$ cat config.mk
export PLATFORM = sky130hd
export DESIGN_NAME = tile_loader
export DESIGN_NICKNAME = d
export VERILOG_FILES = /design/src/rtl/vga_pkg.sv /design/src/rtl/sync_fifo.sv /design/src/rtl/tile_loader.sv
export SDC_FILE = /design/constraint.sdc
export NUM_CORES = 1
export LEC_CHECK = 0
export BUFFER_PORTS_ARGS = -buffer_cell sky130_fd_sc_hd__buf_2
export CORE_AREA = 5 5 122 124
export DETAILED_ROUTE_END_ITERATION = 8
export DIE_AREA = 0 0 127 129
export GPL_TIMING_DRIVEN = 0
export PLACE_DENSITY = 0.72
export SYNTH_ARGS = -nofsm -noshare
export SYNTH_HDL_FRONTEND = slang
export SYNTH_SLANG_ARGS = --single-unit
$ cat constraint.sdc
create_clock -name clk -period 4.8 [get_ports clk]
set_input_delay 0.72 -clock clk [delete_from_list [all_inputs] [get_ports clk]]
set_output_delay 0.72 -clock clk [all_outputs]
set_load 0.03 [all_outputs]
$ cat src/rtl/vga_pkg.sv
// vga_pkg: tile geometry shared by the VGA tile path and the loader FSM state encoding.
//   COLS, ROWS : tile columns / rows per frame
//   N          : tiles per frame (COLS*ROWS)
//   AW         : tile RAM address width
//   state_t    : tile_loader FSM states
package vga_pkg;

    localparam int COLS = 20;
    localparam int ROWS = 15;
    localparam int N    = COLS * ROWS;
    localparam int AW   = 9;

    typedef enum logic [1:0] {
        IDLE,
        HOLD,
        WRITE
    } state_t;

endpackage

$ cat src/rtl/sync_fifo.sv
// sync_fifo: single-clock FIFO with registered occupancy and fall-through read data.
//   clk, reset_n : clock, asynchronous active-low reset (empties the FIFO)
//   push, wdata  : write strobe and data (caller guarantees !full)
//   pop, rdata   : read strobe (caller guarantees !empty); rdata shows the head entry
//   full, empty  : flags decoded from the registered count only
module sync_fifo #(
    parameter int W     = 9,
    parameter int DEPTH = 16
) (
    input  logic         clk,
    input  logic         reset_n,
    input  logic         push,
    input  logic [W-1:0] wdata,
    input  logic         pop,
    output logic [W-1:0] rdata,
    output logic         full,
    output logic         empty
);

    localparam int PW = $clog2(DEPTH);
    localparam int CW = PW + 1;

    logic [W-1:0]  mem_q [DEPTH];
    logic [PW-1:0] wp_q, rp_q;
    logic [CW-1:0] cnt_q;

    always_ff @(posedge clk) begin
        if (push) mem_q[wp_q] <= wdata;
    end

    // Pointers wrap naturally because DEPTH is a power of two.
    always_ff @(posedge clk or negedge reset_n) begin
        if (!reset_n) begin
            wp_q  <= '0;
            rp_q  <= '0;
            cnt_q <= '0;
        end else begin
            wp_q  <= wp_q + PW'(push);
            rp_q  <= rp_q + PW'(pop);
            cnt_q <= cnt_q + CW'(push) - CW'(pop);
        end
    end

    assign rdata = mem_q[rp_q];
    assign full  = cnt_q == CW'(DEPTH);
    assign empty = cnt_q == '0;

endmodule

$ cat src/rtl/tile_loader.sv
// tile_loader: buffers incoming tile bytes and writes them into the tile RAM only during vblank.
//   clk, reset_n               : 25 MHz pixel clock, asynchronous active-low reset
//   in_data, in_sof, in_valid  : upstream byte stream; sof marks the byte for tile 0
//   in_ready                   : FIFO not full (registered, no path from in_valid)
//   vblank                     : RAM writes allowed while high
//   we, addr, wdata            : registered tile RAM write port
//   frame_done                 : pulses with the write to the last tile
//   busy                       : FIFO non-empty or a write in flight
module tile_loader #(
    parameter int COLS  = vga_pkg::COLS,
    parameter int ROWS  = vga_pkg::ROWS,
    parameter int AW    = vga_pkg::AW,
    parameter int DEPTH = 16
) (
    input  logic          clk,
    input  logic          reset_n,
    input  logic [7:0]    in_data,
    input  logic          in_sof,
    input  logic          in_valid,
    output logic          in_ready,
    input  logic          vblank,
    output logic          we,
    output logic [AW-1:0] addr,
    output logic [7:0]    wdata,
    output logic          frame_done,
    output logic          busy
);

    import vga_pkg::*;

    localparam logic [AW-1:0] LAST = AW'(COLS * ROWS - 1);

    state_t        state_q, state_d;
    logic          full, empty, push, pop;
    logic [8:0]    head;
    logic          we_q, fd_q, first_q;
    logic [AW-1:0] addr_q, addr_d;
    logic [7:0]    wdata_q;

    assign push = in_valid & ~full;
    // Pop is gated by vblank too, so a vblank drop stops popping on the very next edge.
    assign pop  = (state_q == WRITE) & ~empty & vblank;

    sync_fifo #(.W(9), .DEPTH(DEPTH)) u_fifo (
        .clk    (clk),
        .reset_n(reset_n),
        .push   (push),
        .wdata  ({in_sof, in_data}),
        .pop    (pop),
        .rdata  (head),
        .full   (full),
        .empty  (empty)
    );

    always_ff @(posedge clk or negedge reset_n) begin
        if (!reset_n) state_q <= IDLE;
        else          state_q <= state_d;
    end

    // HOLD is never left towards IDLE since nothing pops there, so one rule covers every state.
    always_comb begin
        state_d = empty ? IDLE : (vblank ? WRITE : HOLD);
    end

    // The first write after reset lands at 0 even without sof, so a reset mid-frame resynchronises.
    always_comb begin
        addr_d = (head[8] | first_q | addr_q == LAST) ? '0 : addr_q + AW'(1);
    end

    always_ff @(posedge clk or negedge reset_n) begin
        if (!reset_n) begin
            we_q    <= 1'b0;
            fd_q    <= 1'b0;
            first_q <= 1'b1;
            addr_q  <= '0;
            wdata_q <= '0;
        end else begin
            we_q <= pop;
            fd_q <= pop & (addr_d == LAST);
            if (pop) begin
                first_q <= 1'b0;
                addr_q  <= addr_d;
                wdata_q <= head[7:0];
            end
        end
    end

    assign in_ready   = ~full;
    assign we         = we_q;
    assign addr       = addr_q;
    assign wdata      = wdata_q;
    assign frame_done = fd_q;
    assign busy       = ~empty | we_q;

endmodule

==> results.toml <==
[timing]
setup_slack_ps = 1910
fraction_of_the_cycle_the_final_worst_path_needs_pct = 60.2
grt_setup_unrepaired = "false"
report.final.slew_viol_count = 0
timing_hold_violations_final = 0
fmax_ghz = 0.346
hold_slack_ps = 385
timing.clock.skew_ps = 11.6
final_period_minus_worst_setup_slack_ps = 2890
setup_total_negative_slack_ps = 0
worst_slew_margin_rel_pct = 30.7
setup_violations = 0
worst_pin_slew_ps = 1040

[pwr]
power_leakage_uw = 0.00299
vdd_ir_drop_max_mv = 0.291
post-layout-total-power_uw = 4840
power_per_cell_area_nw_per_um2 = 580

[placed_design]
cells_after_dpl = 622
numPortBuffers = 33
placement.setup.worst_slack_ps = 1860
place_congestion = 0.781
dp.final_hpwl_um = 9120

[min_path]
worst_hold_path_type = "in2async"

[clocking]
tritoncts = "done"
hold_buffers = 0
root_buffer_selected_by_cts = "sky130_fd_sc_hd__clkbuf_16"
clk_transition_reported_paths_ps = 70
post_cts_resized = 0
cts_num_sinks = 179
ctsLongestPathBuffers = 2
clk_latency_ps = 430
cts_buffers = 17
htree_levels = 4
cts.repair_timing.setup_buffer_count = 0

[job]
max_cap_viol_count = 0

[floorplan]
initial_core_util_pct = 53.8
core_area_um2 = 13700
fp.dieH_um = 129
die_width_um = 127
design.portCount = 34
dieArea_um2 = 16400
placementRows = 43

[setup_path]
critical_path.most_common_cell = "sky130_fd_sc_hd__inv_1"
crit_path_start = "u_fifo.cnt_q[2]"
timing.critical_path.buf_inv = 5
cp-start-kind = "flop"
critical_path.reg2reg.startpoint = "u_fifo.cnt_q[2]"
cell_count_of_the_worst_reg_to_reg_path = 15
cp-end-kind = "flop"
worstPathCellList = "inv_1 -> ha_1 -> nor4b_2 -> nand4bb_1 -> inv_2 -> ha_1 -> inv_1 -> ha_1 -> inv_1 -> fa_1 -> inv_1 -> a21oi_1 -> nor2_1 -> nor2_1 -> xnor2_1"
setup.worst_path.class = "reg2reg"
critical_path.max_fanout = 12
critical_path.top_delay_family = "adder cells"
critical-path-max-stage-delay_ps = 400
capturing_point_of_the_worst_reg2reg_path = "u_fifo.cnt_q[4]"
cp_slowest_cell = "sky130_fd_sc_hd__fa_1"
timing.critical_path.arrival_ps = 3200
critPathRequiredTime_ps = 5110
regToRegSetupSlack_ps = 1910

[finish]
num-nets-final = 486
diodes = 0
non_filler_instance_count_after_layout = 654
filler_instances = 994
post_route_cells_drive_above_1_share_pct = 27.6
syn2layout_area_growth_pct = 13.5

[synth]
post_synth_mux_area_share_pct = 13.3
synth-compound-area-share_pct = 3.78
synth.yosys.warnings = 0
post_synthesis_xor_xnor_area_fraction_pct = 1.07
yosys-top-cells-area = "sky130_fd_sc_hd__edfxtp_1 59%, sky130_fd_sc_hd__dfrtp_1 12%, sky130_fd_sc_hd__mux4_2 10%"
synthesis.nets = 433
yosys_register_bits = 179
synth_sequential_area_ratio_pct = 70.8
netlist.top_cell.by_area = "sky130_fd_sc_hd__edfxtp_1"
synth-async-reset-ratio_pct = 19.6
synth_simple_gate_area_share_pct = 6.44
most_common_flop_cell_mapped_by_yosys = "sky130_fd_sc_hd__edfxtp_1"
netlist_area_um2 = 7350
synthCells = 408
post_synth_edffs = 144
syn-mean-instance-area_um2 = 18.0
netlist.area_leader.share_pct = 58.8
yosys.area_share.adder_pct = 2.15
combinational_family_with_the_most_area_after_synthesis = "multiplexers"
netlist-cell-type-count = 53

[route]
ant_nets_after_route = 0
drt_drc_violations_left = 0
post_drt_wl_per_cell_um = 21.3
via_count = 3826
avgViaCountPerCell = 5.85
first_iter_violations = 278
wirelength_um = 13900
detail_route.first_pass.iterations = 4

[grt]
overflow = 0
grt_usage_pct = 18.4
global_route_wire_length_before_repair_um = 21900
grt_antenna_before_repair = 1
grt_pass1_vias = 3943
grt_max_degree = 36

[outcome]
outcome = "finished, final reports clean"
-- through the flow --
stage / util (%) / cell area [um2]
floorplan: - / 7350
global placement: 56.6 / 7740
detailed placement: 56.9 / 7770
CTS: 61.1 / 8340
global route: 61.1 / 8340
finish: 61.1 / 8340
-- flip-flops by register name, summed over array words and instances (netlist names) --
name / flops
u_fifo.cnt_q: 5
we: 1
wdata: 8
u_fifo.rp_q: 4
u_fifo.mem_q: 144
u_fifo.wp_q: 4
first_q: 1
addr: 9
frame_done: 1
state_q: 2
-- power breakdown --
| part | leakage [uW] | internal [uW] | switching, uW |
|---|---|---|---|
| clock | 0.000284 | 758 | 559 |
| combinational | 0.000963 | 653 | 847 |
| sequential | 0.00174 | 1910 | 107 |
-- how the worst max path moves through the flow --
stage          depth (start not counted)                  end
5_1_grt                               15      u_fifo.cnt_q[4]
4_1_cts                               15      u_fifo.cnt_q[4]
3_3_place_gp                           5   u_fifo.mem_q[0][3]
3_5_place_dp                           5  u_fifo.mem_q[12][4]
2_1_floorplan                          7   u_fifo.mem_q[0][0]
6_report                              15      u_fifo.cnt_q[4]
-- area by class of cell --
cell class                      count  area [um2]  area share, %
Sequential cell                   179        5200           62.3
Multi-Input combinational cell    197        1980           23.8
Clock buffer                       21         470           5.64
Tap cell                          180         225           2.70
Timing Repair Buffer               34         176           2.11
Buffer                             20         139           1.66
Clock inverter                     11         101           1.21
Inverter                           12        45.0          0.540
-- worst reg2reg max path: cells and delay by family, from the launching register on --
family / cells / cell delay, ps
buffers and inverters: 5 / 430
adders and majority gates: 4 / 1050
AOI/OAI and AO/OA: 1 / 50
xor gates and xnor gates: 1 / 120
and+or+nand+nor: 4 / 750
DFF: 1 / 380
-- synth_stat cells, drive strengths merged (2+ instances only) --
cell type and instances:
mux2 3, inv 12, ha 11, nand4 4
o21ai 7, clkbuf 6, nor3 10, xnor2 5
and2 4, o2111ai 2, mux4 33, nand2 17
buf 14, nor4 3, xor2 4, nor2b 2
nor2 20, a211oi 2, a31oi 2, and3 2
nand3b 2, nand2b 4, a21o 10, a21oi 4
mux2i 20, nor4b 3, nand3 5, o22ai 9
dfrtp 34, edfxtp 144
-- metal layers --
layer  wire [um]  track usage [%]  part of all wire [%]  vias to the layer above
met4         363             9.53                   2.6                        2
met1        5630             22.7                    40                     1985
li1            -                -                     -                     1709
met5           7                0                 0.050                        -
met3         700             4.44                   5.0                       22
met2        7230             30.6                    52                      108
-- cell usage in the layout (no fill, tap or decap), drive strengths merged, types with 2 or more instances in the layout --
master	synthesis	final
clkbuf	6	27
mux2	3	3
a21oi	4	4
inv	12	15
nor4b	3	3
nand3b	2	2
clkinv	0	6
nor2b	2	2
nor2	20	20
nand2b	4	4
nand4	4	4
o22ai	9	9
o21ai	7	7
a21o	10	10
nor3	10	10
xor2	4	4
nand2	17	17
mux2i	20	20
edfxtp	144	144
nor4	3	3
a211oi	2	2
a31oi	2	2
and2	4	4
xnor2	5	5
mux4	33	33
buf	14	48
nand3	5	5
ha	11	11
o2111ai	2	2
dfrtp	34	34
and3	2	2
-- kinds of logic after synthesis --
logic type | after synthesis
flops | 179
xor+xnor | 9
mux | 56
buf+inv | 32
fa+ha+maj | 12
compound gates | 39
simple gates | 81
(Power assumes the default switching activity.)
